File: src/rtl/ps2_key_tracker.sv
// PS/2 keyboard receiver with E0/F0 prefix decoding and per-key held/released tracking.
// Raw pins are synchronised, 11-bit frames are checked, and matched scan codes drive make/break state.
module ps2_key_tracker #(
    parameter int                    NUM_KEYS       = 4,
    parameter logic [8*NUM_KEYS-1:0] KEY_CODES      = {8'h1B, 8'h1C, 8'h23, 8'h4B},
    parameter int                    TIMEOUT_CYCLES = 50000
) (
    input  logic                clock,
    input  logic                reset,
    input  logic                ps2_clk,
    input  logic                ps2_dat,
    output logic [NUM_KEYS-1:0] key_down,
    output logic [NUM_KEYS-1:0] key_press,
    output logic [NUM_KEYS-1:0] key_release,
    output logic                code_valid,
    output logic [7:0]          code,
    output logic                is_break,
    output logic                is_ext,
    output logic                frame_err
);

    localparam int TW = $clog2(TIMEOUT_CYCLES + 1);

    typedef enum logic [1:0] {IDLE, SHIFT, CHECK} rx_state_t;
    typedef enum logic [1:0] {WAIT, EXT, BRK, EXT_BRK} dec_state_t;

    logic          clk_meta;
    logic          clk_sync;
    logic          clk_hist;
    logic          dat_meta;
    logic          dat_sync;
    logic          fall;

    rx_state_t     rx_state;
    rx_state_t     rx_next;
    logic [3:0]    bit_cnt;
    logic [10:0]   frame;
    logic [TW-1:0] timer;
    logic          timeout;
    logic          frame_good;
    logic [7:0]    rx_byte;
    logic          rx_byte_valid;
    logic          rx_err;

    dec_state_t    dec_state;
    dec_state_t    dec_next;
    logic          emit;
    logic          emit_brk;
    logic          emit_ext;
    logic [NUM_KEYS-1:0] key_hit;

    // Synchronisers reset to the idle-high line level so no false edge follows reset.
    always_ff @(posedge clock or posedge reset) begin
        if (reset) begin
            clk_meta <= 1'b1;
            clk_sync <= 1'b1;
            clk_hist <= 1'b1;
            dat_meta <= 1'b1;
            dat_sync <= 1'b1;
        end else begin
            clk_meta <= ps2_clk;
            clk_sync <= clk_meta;
            clk_hist <= clk_sync;
            dat_meta <= ps2_dat;
            dat_sync <= dat_meta;
        end
    end

    assign fall = clk_hist & ~clk_sync;

    always_ff @(posedge clock or posedge reset) begin
        if (reset) begin
            rx_state  <= IDLE;
            dec_state <= WAIT;
        end else begin
            rx_state  <= rx_next;
            dec_state <= dec_next;
        end
    end

    always_comb begin
        rx_next = rx_state;
        timeout = 1'b0;
        case (rx_state)
            IDLE: begin
                if (fall) rx_next = SHIFT;
            end
            SHIFT: begin
                if (fall && bit_cnt == 4'd10) begin
                    rx_next = CHECK;
                end else if (!fall && timer == TW'(TIMEOUT_CYCLES)) begin
                    rx_next = IDLE;
                    timeout = 1'b1;
                end
            end
            CHECK: begin
                rx_next = IDLE;
            end
            default: begin
                rx_next = IDLE;
            end
        endcase
    end

    // Frame layout after 11 right shifts: [0] start, [8:1] data, [9] odd parity, [10] stop.
    assign frame_good = ~frame[0] & frame[10] & (^frame[9:1]);

    always_ff @(posedge clock or posedge reset) begin
        if (reset) begin
            bit_cnt       <= '0;
            frame         <= '0;
            timer         <= '0;
            rx_byte       <= '0;
            rx_byte_valid <= 1'b0;
            rx_err        <= 1'b0;
        end else begin
            if (fall && rx_state == IDLE) begin
                frame   <= {dat_sync, 10'b0};
                bit_cnt <= 4'd1;
            end else if (fall && rx_state == SHIFT) begin
                frame   <= {dat_sync, frame[10:1]};
                bit_cnt <= bit_cnt + 4'd1;
            end
            if (fall || rx_state != SHIFT) begin
                timer <= '0;
            end else begin
                timer <= timer + 1'b1;
            end
            rx_byte_valid <= (rx_state == CHECK) && frame_good;
            rx_err        <= ((rx_state == CHECK) && !frame_good) || timeout;
            if (rx_state == CHECK) begin
                rx_byte <= frame[8:1];
            end
        end
    end

    always_comb begin
        dec_next = dec_state;
        emit     = 1'b0;
        emit_brk = 1'b0;
        emit_ext = 1'b0;
        if (rx_err) begin
            dec_next = WAIT;
        end else if (rx_byte_valid) begin
            case (dec_state)
                WAIT: begin
                    if (rx_byte == 8'hE0) begin
                        dec_next = EXT;
                    end else if (rx_byte == 8'hF0) begin
                        dec_next = BRK;
                    end else begin
                        emit = 1'b1;
                    end
                end
                EXT: begin
                    if (rx_byte == 8'hF0) begin
                        dec_next = EXT_BRK;
                    end else begin
                        emit     = 1'b1;
                        emit_ext = 1'b1;
                        dec_next = WAIT;
                    end
                end
                BRK: begin
                    emit     = 1'b1;
                    emit_brk = 1'b1;
                    dec_next = WAIT;
                end
                EXT_BRK: begin
                    emit     = 1'b1;
                    emit_brk = 1'b1;
                    emit_ext = 1'b1;
                    dec_next = WAIT;
                end
                default: begin
                    dec_next = WAIT;
                end
            endcase
        end
    end

    // Extended codes never match, so E0-prefixed keys cannot alias the tracked set.
    always_comb begin
        key_hit = '0;
        for (int i = 0; i < NUM_KEYS; i++) begin
            key_hit[i] = emit && !emit_ext && (rx_byte == KEY_CODES[8*i +: 8]);
        end
    end

    always_ff @(posedge clock or posedge reset) begin
        if (reset) begin
            key_down    <= '0;
            key_press   <= '0;
            key_release <= '0;
            code_valid  <= 1'b0;
            code        <= '0;
            is_break    <= 1'b0;
            is_ext      <= 1'b0;
            frame_err   <= 1'b0;
        end else begin
            code_valid  <= emit;
            frame_err   <= rx_err;
            key_press   <= key_hit & ~key_down & {NUM_KEYS{~emit_brk}};
            key_release <= key_hit & key_down & {NUM_KEYS{emit_brk}};
            key_down    <= emit_brk ? (key_down & ~key_hit) : (key_down | key_hit);
            if (emit) begin
                code     <= rx_byte;
                is_break <= emit_brk;
                is_ext   <= emit_ext;
            end
        end
    end

endmodule

File: config.mk
export PLATFORM = sky130hd
export DESIGN_NAME = ps2_key_tracker
export DESIGN_NICKNAME = d
export VERILOG_FILES = /design/src/rtl/ps2_key_tracker.sv
export SDC_FILE = /design/constraint.sdc
export NUM_CORES = 1
export LEC_CHECK = 0
export CAP_MARGIN = 0
export CORE_MARGIN = 8
export CORE_UTILIZATION = 60
export DETAILED_ROUTE_END_ITERATION = 10
export GPL_TIMING_DRIVEN = 0
export HOLD_SLACK_MARGIN = 0.12
export MAX_ROUTING_LAYER = met4
export PLACE_DENSITY = 0.82
export SLEW_MARGIN = 0
export SYNTH_ARGS = -nofsm -noshare
export SYNTH_HDL_FRONTEND = slang
export SYNTH_SLANG_ARGS = --single-unit
File: constraint.sdc
create_clock -name clock -period 4.6 [get_ports clock]
set_input_delay 0.92 -clock clock [delete_from_list [all_inputs] [get_ports clock]]
set_output_delay 0.92 -clock clock [all_outputs]
set_load 0.01 [all_outputs]
Yosys cells after proc, flatten, opt, wreduce, memory -nomap -nowiden
Cells that the tools add are included.

Register bits after elaboration: 74. Bits in latches: 0. RAM bits: 0. Bits in read-only memories: 0. Bits of input ports: 4. Output and inout port bits: 24. Memories kept: 0.

Add/subtract/negate cells: 2. Multiply operators: 0. Divide/modulo/power cells: 0. Order comparisons: 0. Eq/ne operators: 17. Shift operators: 0. Muxes and demuxes: 30. Bitwise logic cells: 14. Reduce and logical (&&, ||, !) cells: 24.

Operator list (count): $mux 11 (2); $and 4x4->4 (5); $add 16x1->16 const B (1); $eq 16x16->1 const B (1); $eq 8x5->1 const B (2); $eq 8x8->1 const B (2); $mux 16 (1); $mux 2 (8); $mux 1 (12); $mux 4 (3); $logic_and 1x1->1 (11); $reduce_xor 9->1 (1); $eq 8x6->1 const B (1); $eq 8x7->1 const B (1); $not 4->4 (2); $eq 2x2->1 const B (3); $pmux 2 s3 (1); $add 4x1->4 const B (1); $eq 2x1->1 const B (2); $eq 4x4->1 const B (1); $logic_not 2->1 (2); $ne 4x4->1 const B (1); $or 4x4->4 (1); $pmux 2 s2 (1); other kinds (12) (21).

Longest topological paths before layout
Word-level depth: 11. Gate-level depth with buffers: 6.

Least setup slack after synthesis
OpenSTA, ideal clock, no wires.

Path kind: flip-flop to flip-flop. Start: reg rx_byte[2]. End: reg code[0]. Setup time: 0.125 ns. Data arrival time: 1.671 ns. Required time: 4.475 ns. Setup slack: 2.804 ns. Cell stages (with the launch flop): 5. Buffers on the path: 1. Period minus slack after synthesis: 1.796 ns. Cells stage by stage: dfrtp_1 > or3b_4 > o41ai_4 > buf_6 > mux2_2.

Longest elaborated chain between the ends: 6. Elaborated cells between the ends (all ways): 7.

RTL lines: from (decl) (RTL line 41) `logic [7:0] rx_byte;`; from (signal assigned) (RTL line 132) `rx_byte <= frame[8:1];`; $eq 8x8->1 (RTL line 149, 156); $mux 1 (RTL line 149, 156); $mux 1 (RTL line 147) `if (rx_byte == 8'hE0) begin`; $pmux 1 s3 (*) (RTL line 145) `case (dec_state)`; $mux 1 (*) (RTL line 144) `end else if (rx_byte_valid) begin`; $mux 1 (*) (RTL line 142) `if (rx_err) begin`; to (signal assigned) (RTL line 207) `code <= rx_byte;`; to (decl) (RTL line 16) `output logic [7:0] code,`.

Mark *: on every way between the ends. The rest lies on a longest branch, timed or not. A chain may end at the register's enable or synchronous reset.

==> results.md <==
| Item | Value | Unit |
| --- | --- | --- |
| Clk Latency, worst-skew pair | 0.34 | ns |
| Setup repair after global routing missed its margin | false | - |
| Total number of vias | 2,201 | - |
| Highest net fanout along the worst path | 4 | - |
| Area overhead of the layout relative to synthesis | 17.0 | % |
| Commonest register cell after synthesis | sky130_fd_sc_hd__dfrtp_1 | - |
| Utilization after layout | 72.9 | % |
| Register area share after synthesis | 58.0 | % |
| Combined flip-flop and latch cell area | 1860 | um^2 |
| CTS tree | yes | - |
| Result of the run | finished clean | - |
| Area of the mapped netlist | 3200 | um^2 |
| Sequential power share | 55.9 | % |
| Count of cells resized by post-cts repair | 0 | - |
| Delay of the slowest cell on the worst path | 0.57 | ns |
| Maximum achievable frequency | 0.445 | GHz |
| Transition time at the pin with the least slew margin | 0.864 | ns |
| Gate Count Post-Synth | 282 | - |
| Effective utilization at floorplan | 62.3 | % |
| Count of input and output buffers | 27 | - |
| Post-synth EDFFs | 0 | - |
| Design area | 3750 | um^2 |
| Count of final hold-check violations | 0 | - |
| Clock share of power | 36.7 | % |
| Clock-pin slew of the registers on the worst-case setup and hold paths | 0.07 | ns |
| WP data arrival | 1.33 | ns |
| Syn avg cell area | 11.4 | um^2 |
| Ratio of cells with drive above 1 in the final layout | 12.3 | % |
| DR iter-0 viols | 149 | - |
| First-pass GRT wire length | 10.5 | mm |
| Gp weighted congestion | 0.855 | - |
| Routed length per instance | 15.4 | um |
| Vert. Die Dim | 89.1 | um |
| Critical-path cell with the highest stage delay | sky130_fd_sc_hd__clkdlybuf4s50_1 | - |
| Number of diodes | 0 | - |
| Sequence of cells on the critical path | clkdlybuf4s50_1 | - |
| Number of standard-cell rows in the floorplan | 26 | - |
| Per-cell via count in the routed design | 5.57 | - |
| DIE AREA | 7930 | um^2 |
| Routed WL | 6.08 | mm |
| Maximum number of pins on one net before global-route repair | 75 | - |
| Final Max Tran Viols | 0 | - |
| Min cycle time layout | 2.25 | ns |
| Area inside the core boundary | 5140 | um^2 |
| Number of buffer and inverter stages on the critical path | 1 | - |
| Boundary Pins | 28 | - |
| Reg-to-reg slack, setup | 2.65 | ns |
| Floorplan die width | 89.1 | um |
| TritonRoute pass-1 iters | 4 | - |
| Sort of element at the start of the critical path | flip-flop | - |
| Final antenna-violating net count | 0 | - |
| Clock buffer depth | 2 | - |
| YS warnings | 0 | - |
| Clk sink count | 74 | - |
| Sw Pwr | 306 | uW |
| H-tree Lvls | 3 | - |
| Share of synthesized registers carrying an async set or reset | 100 | % |
| CTS root buffer | sky130_fd_sc_hd__clkbuf_8 | - |
| Part of the cycle the worst path needs | 48.8 | % |
| Proportion of total power due to net switching | 24.2 | % |
| # fillers | 395 | - |
| Required time worst endpoint | 3.68 | ns |
| Reported max-cap violation count | 0 | - |
| Internal power consumption | 958 | uW |
| Overflow left after global routing | 0 | - |
| Final worst clock skew | 0.00624 | ns |
| Initial antenna violation count | 0 | - |
| Count of unique library cells instantiated by Yosys | 44 | - |
| Post-CTS setup buffer count | 0 | - |
| Sum of net half-perimeters after detailed placement | 4.32 | mm |
| Count of nets after finishing | 328 | - |
| Top Family by Delay on Critical Path | buffers and inverters | - |
| Worst VDD drop | 0.000255 | V |
| Path class of the lowest-slack min-delay path | reg2reg | - |
| Total leakage power | 0.00175 | uW |
| TritonCTS Buffers | 9 | - |
| CTS Hold Buffers Added | 0 | - |
| Final setup violation count | 0 | - |
| Drc violations | 0 | - |
| GRT Overall Usage | 18.0 | % |
| CP Class | reg2out | - |
| Net count after synthesis | 290 | - |
| Multi-input gate area | 1280 | um^2 |
| Setup tns final | 0 | ns |
| Via count of the first global-routing pass | 2,228 | - |
| Endpoint class of the critical path | primary output | - |
| Fraction of power consumed by combinational cells | 7.4 | % |
| Total power per unit cell area | 338 | nW/um^2 |
| Max transition margin | 42.4 | % |
| #FFs+latches synth | 74 | - |
| Area after DPL | 3560 | um^2 |
through the flow:
| step | power, uW | std cells | hold WS (ns) | setup slack (ns) |
|---|---|---|---|---|
| 2_1_floorplan | 786 | 282 | 0.345 | 1.81 |
| 3_3_place_gp | 808 | 379 | 0.347 | 0.741 |
| 3_5_place_dp | 813 | 379 | 0.348 | 2.52 |
| 4_1_cts | 1270 | 395 | 0.358 | 2.33 |
| 5_1_grt | 1320 | 395 | 0.360 | 2.29 |
| 6_report | 1260 | 395 | 0.356 | 2.35 |
layout make-up:
type / instances / area share (%)
clock buffer: 14 / 4.61
tap: 70 / 2.34
multi-input combinational: 193 / 34.2
inverter: 7 / 0.768
clock inverter: 2 / 0.267
sequential: 74 / 49.6
buffer: 8 / 1.00
timing repair buffer: 27 / 7.21
power groups by stage:
stage	combinational (uW)	sequential, uW	clock (uW)
final	93.1	707	464
after global routing	109	713	497
after CTS	94.7	708	468
after detailed placement	93.4	720	0
after global placement	89.5	718	0
after floorplan	73.9	712	0
synthesized netlist by cell type, types with 6 or more instances:
library cell               count  area [um^2]
sky130_fd_sc_hd__dfrtp_1      69         1730
sky130_fd_sc_hd__nand2_1      40          150
sky130_fd_sc_hd__nor2_1       22         82.6
sky130_fd_sc_hd__mux2_2       12          135
sky130_fd_sc_hd__a22o_1       10         87.6
sky130_fd_sc_hd__xor2_1       10         87.6
sky130_fd_sc_hd__nand3_1       9         45.0
sky130_fd_sc_hd__xnor2_1       8         70.1
sky130_fd_sc_hd__a21oi_1       7         35.0
sky130_fd_sc_hd__and3_1        7         43.8
sky130_fd_sc_hd__inv_1         7         26.3
sky130_fd_sc_hd__clkbuf_1      6         22.5
cells in the final DEF, fill, tap and decap left out, types with 2 or more instances in the layout:
cell type                         netlist  final
sky130_fd_sc_hd__and4_1                 5      5
sky130_fd_sc_hd__nor3b_1                5      5
sky130_fd_sc_hd__or3_1                  2      2
sky130_fd_sc_hd__clkdlybuf4s50_1        0     27
sky130_fd_sc_hd__ha_1                   4      4
sky130_fd_sc_hd__nor2b_1                5      5
sky130_fd_sc_hd__dfrtp_1               69     69
sky130_fd_sc_hd__xnor2_1                8      8
sky130_fd_sc_hd__inv_1                  7      6
sky130_fd_sc_hd__and2_1                 2      2
sky130_fd_sc_hd__nor3_1                 3      3
sky130_fd_sc_hd__nor2_1                22     22
sky130_fd_sc_hd__nand3_1                9      9
sky130_fd_sc_hd__nand3b_1               4      4
sky130_fd_sc_hd__and3_1                 7      7
sky130_fd_sc_hd__clkbuf_8               0     12
sky130_fd_sc_hd__nor4b_1                2      2
sky130_fd_sc_hd__nand4_1                5      5
sky130_fd_sc_hd__xor2_1                10     10
sky130_fd_sc_hd__mux2_2                12     12
sky130_fd_sc_hd__o21ai_0                5      5
sky130_fd_sc_hd__nand2b_1               5      5
sky130_fd_sc_hd__nor4_1                 3      3
sky130_fd_sc_hd__nand2_1               40     40
sky130_fd_sc_hd__a21o_1                 2      2
sky130_fd_sc_hd__clkbuf_1               6      8
sky130_fd_sc_hd__a21oi_1                7      7
sky130_fd_sc_hd__clkinv_2               0      2
sky130_fd_sc_hd__dfstp_2                5      5
sky130_fd_sc_hd__a22o_1                10     10
sky130_fd_sc_hd__a41oi_1                2      2
state kept, by name, indices dropped and copies added, names as in the netlist, named ones only:
name and flops:
dat_meta 1, key_press 4, clk_meta 1, clk_sync 1, rx_byte_valid 1, is_ext 1, frame 11, is_break 1
frame_err 1, dat_sync 1, bit_cnt 4, timer 16, rx_state 2, rx_byte 8, clk_hist 1, dec_state 2
key_release 4, code 8, code_valid 1, rx_err 1
worst paths after layout:
check                                       start  cells past startpoint                endpoint
max                                     flip-flop                      1             key_down[3]
min                            clk_meta$_DFF_PP1_                      0      clk_sync$_DFF_PP1_
max reg2reg                rx_byte[5]$_DFFE_PP0P_                      4     code[4]$_DFFE_PP0P_
min reg2reg                    clk_meta$_DFF_PP1_                      0      clk_sync$_DFF_PP1_
max in group asynchronous                   reset                      2  bit_cnt[0]$_DFFE_PP0P_
min in group asynchronous                   reset                      2  key_press[2]$_DFF_PP0_
routing by layer:
| layer | vias up | routed length, um | track usage, % |
|---|---|---|---|
| li1 | 1058 | - | - |
| met1 | 1084 | 2670 | 21.4 |
| met2 | 46 | 2990 | 29.3 |
| met3 | 13 | 302 | 3.22 |
| met4 | 0 | 108 | 8.01 |
| met5 | - | 0 | - |
logic make-up (layout without fill, tap and decap cells):
| family | Yosys count | in the layout | share of synthesized area, % |
|---|---|---|---|
| muxes | 13 | 13 | 4.53 |
| DFF | 74 | 74 | 58.0 |
| adders and majority gates | 4 | 4 | 1.56 |
| AOI/OAI and AO/OA | 32 | 32 | 7.77 |
| xor gates and xnor gates | 19 | 19 | 5.62 |
| buffers and inverters | 15 | 58 | 1.99 |
| and+or+nand+nor | 125 | 125 | 20.5 |
No activity file was read; power rests on OpenSTA's default activity.
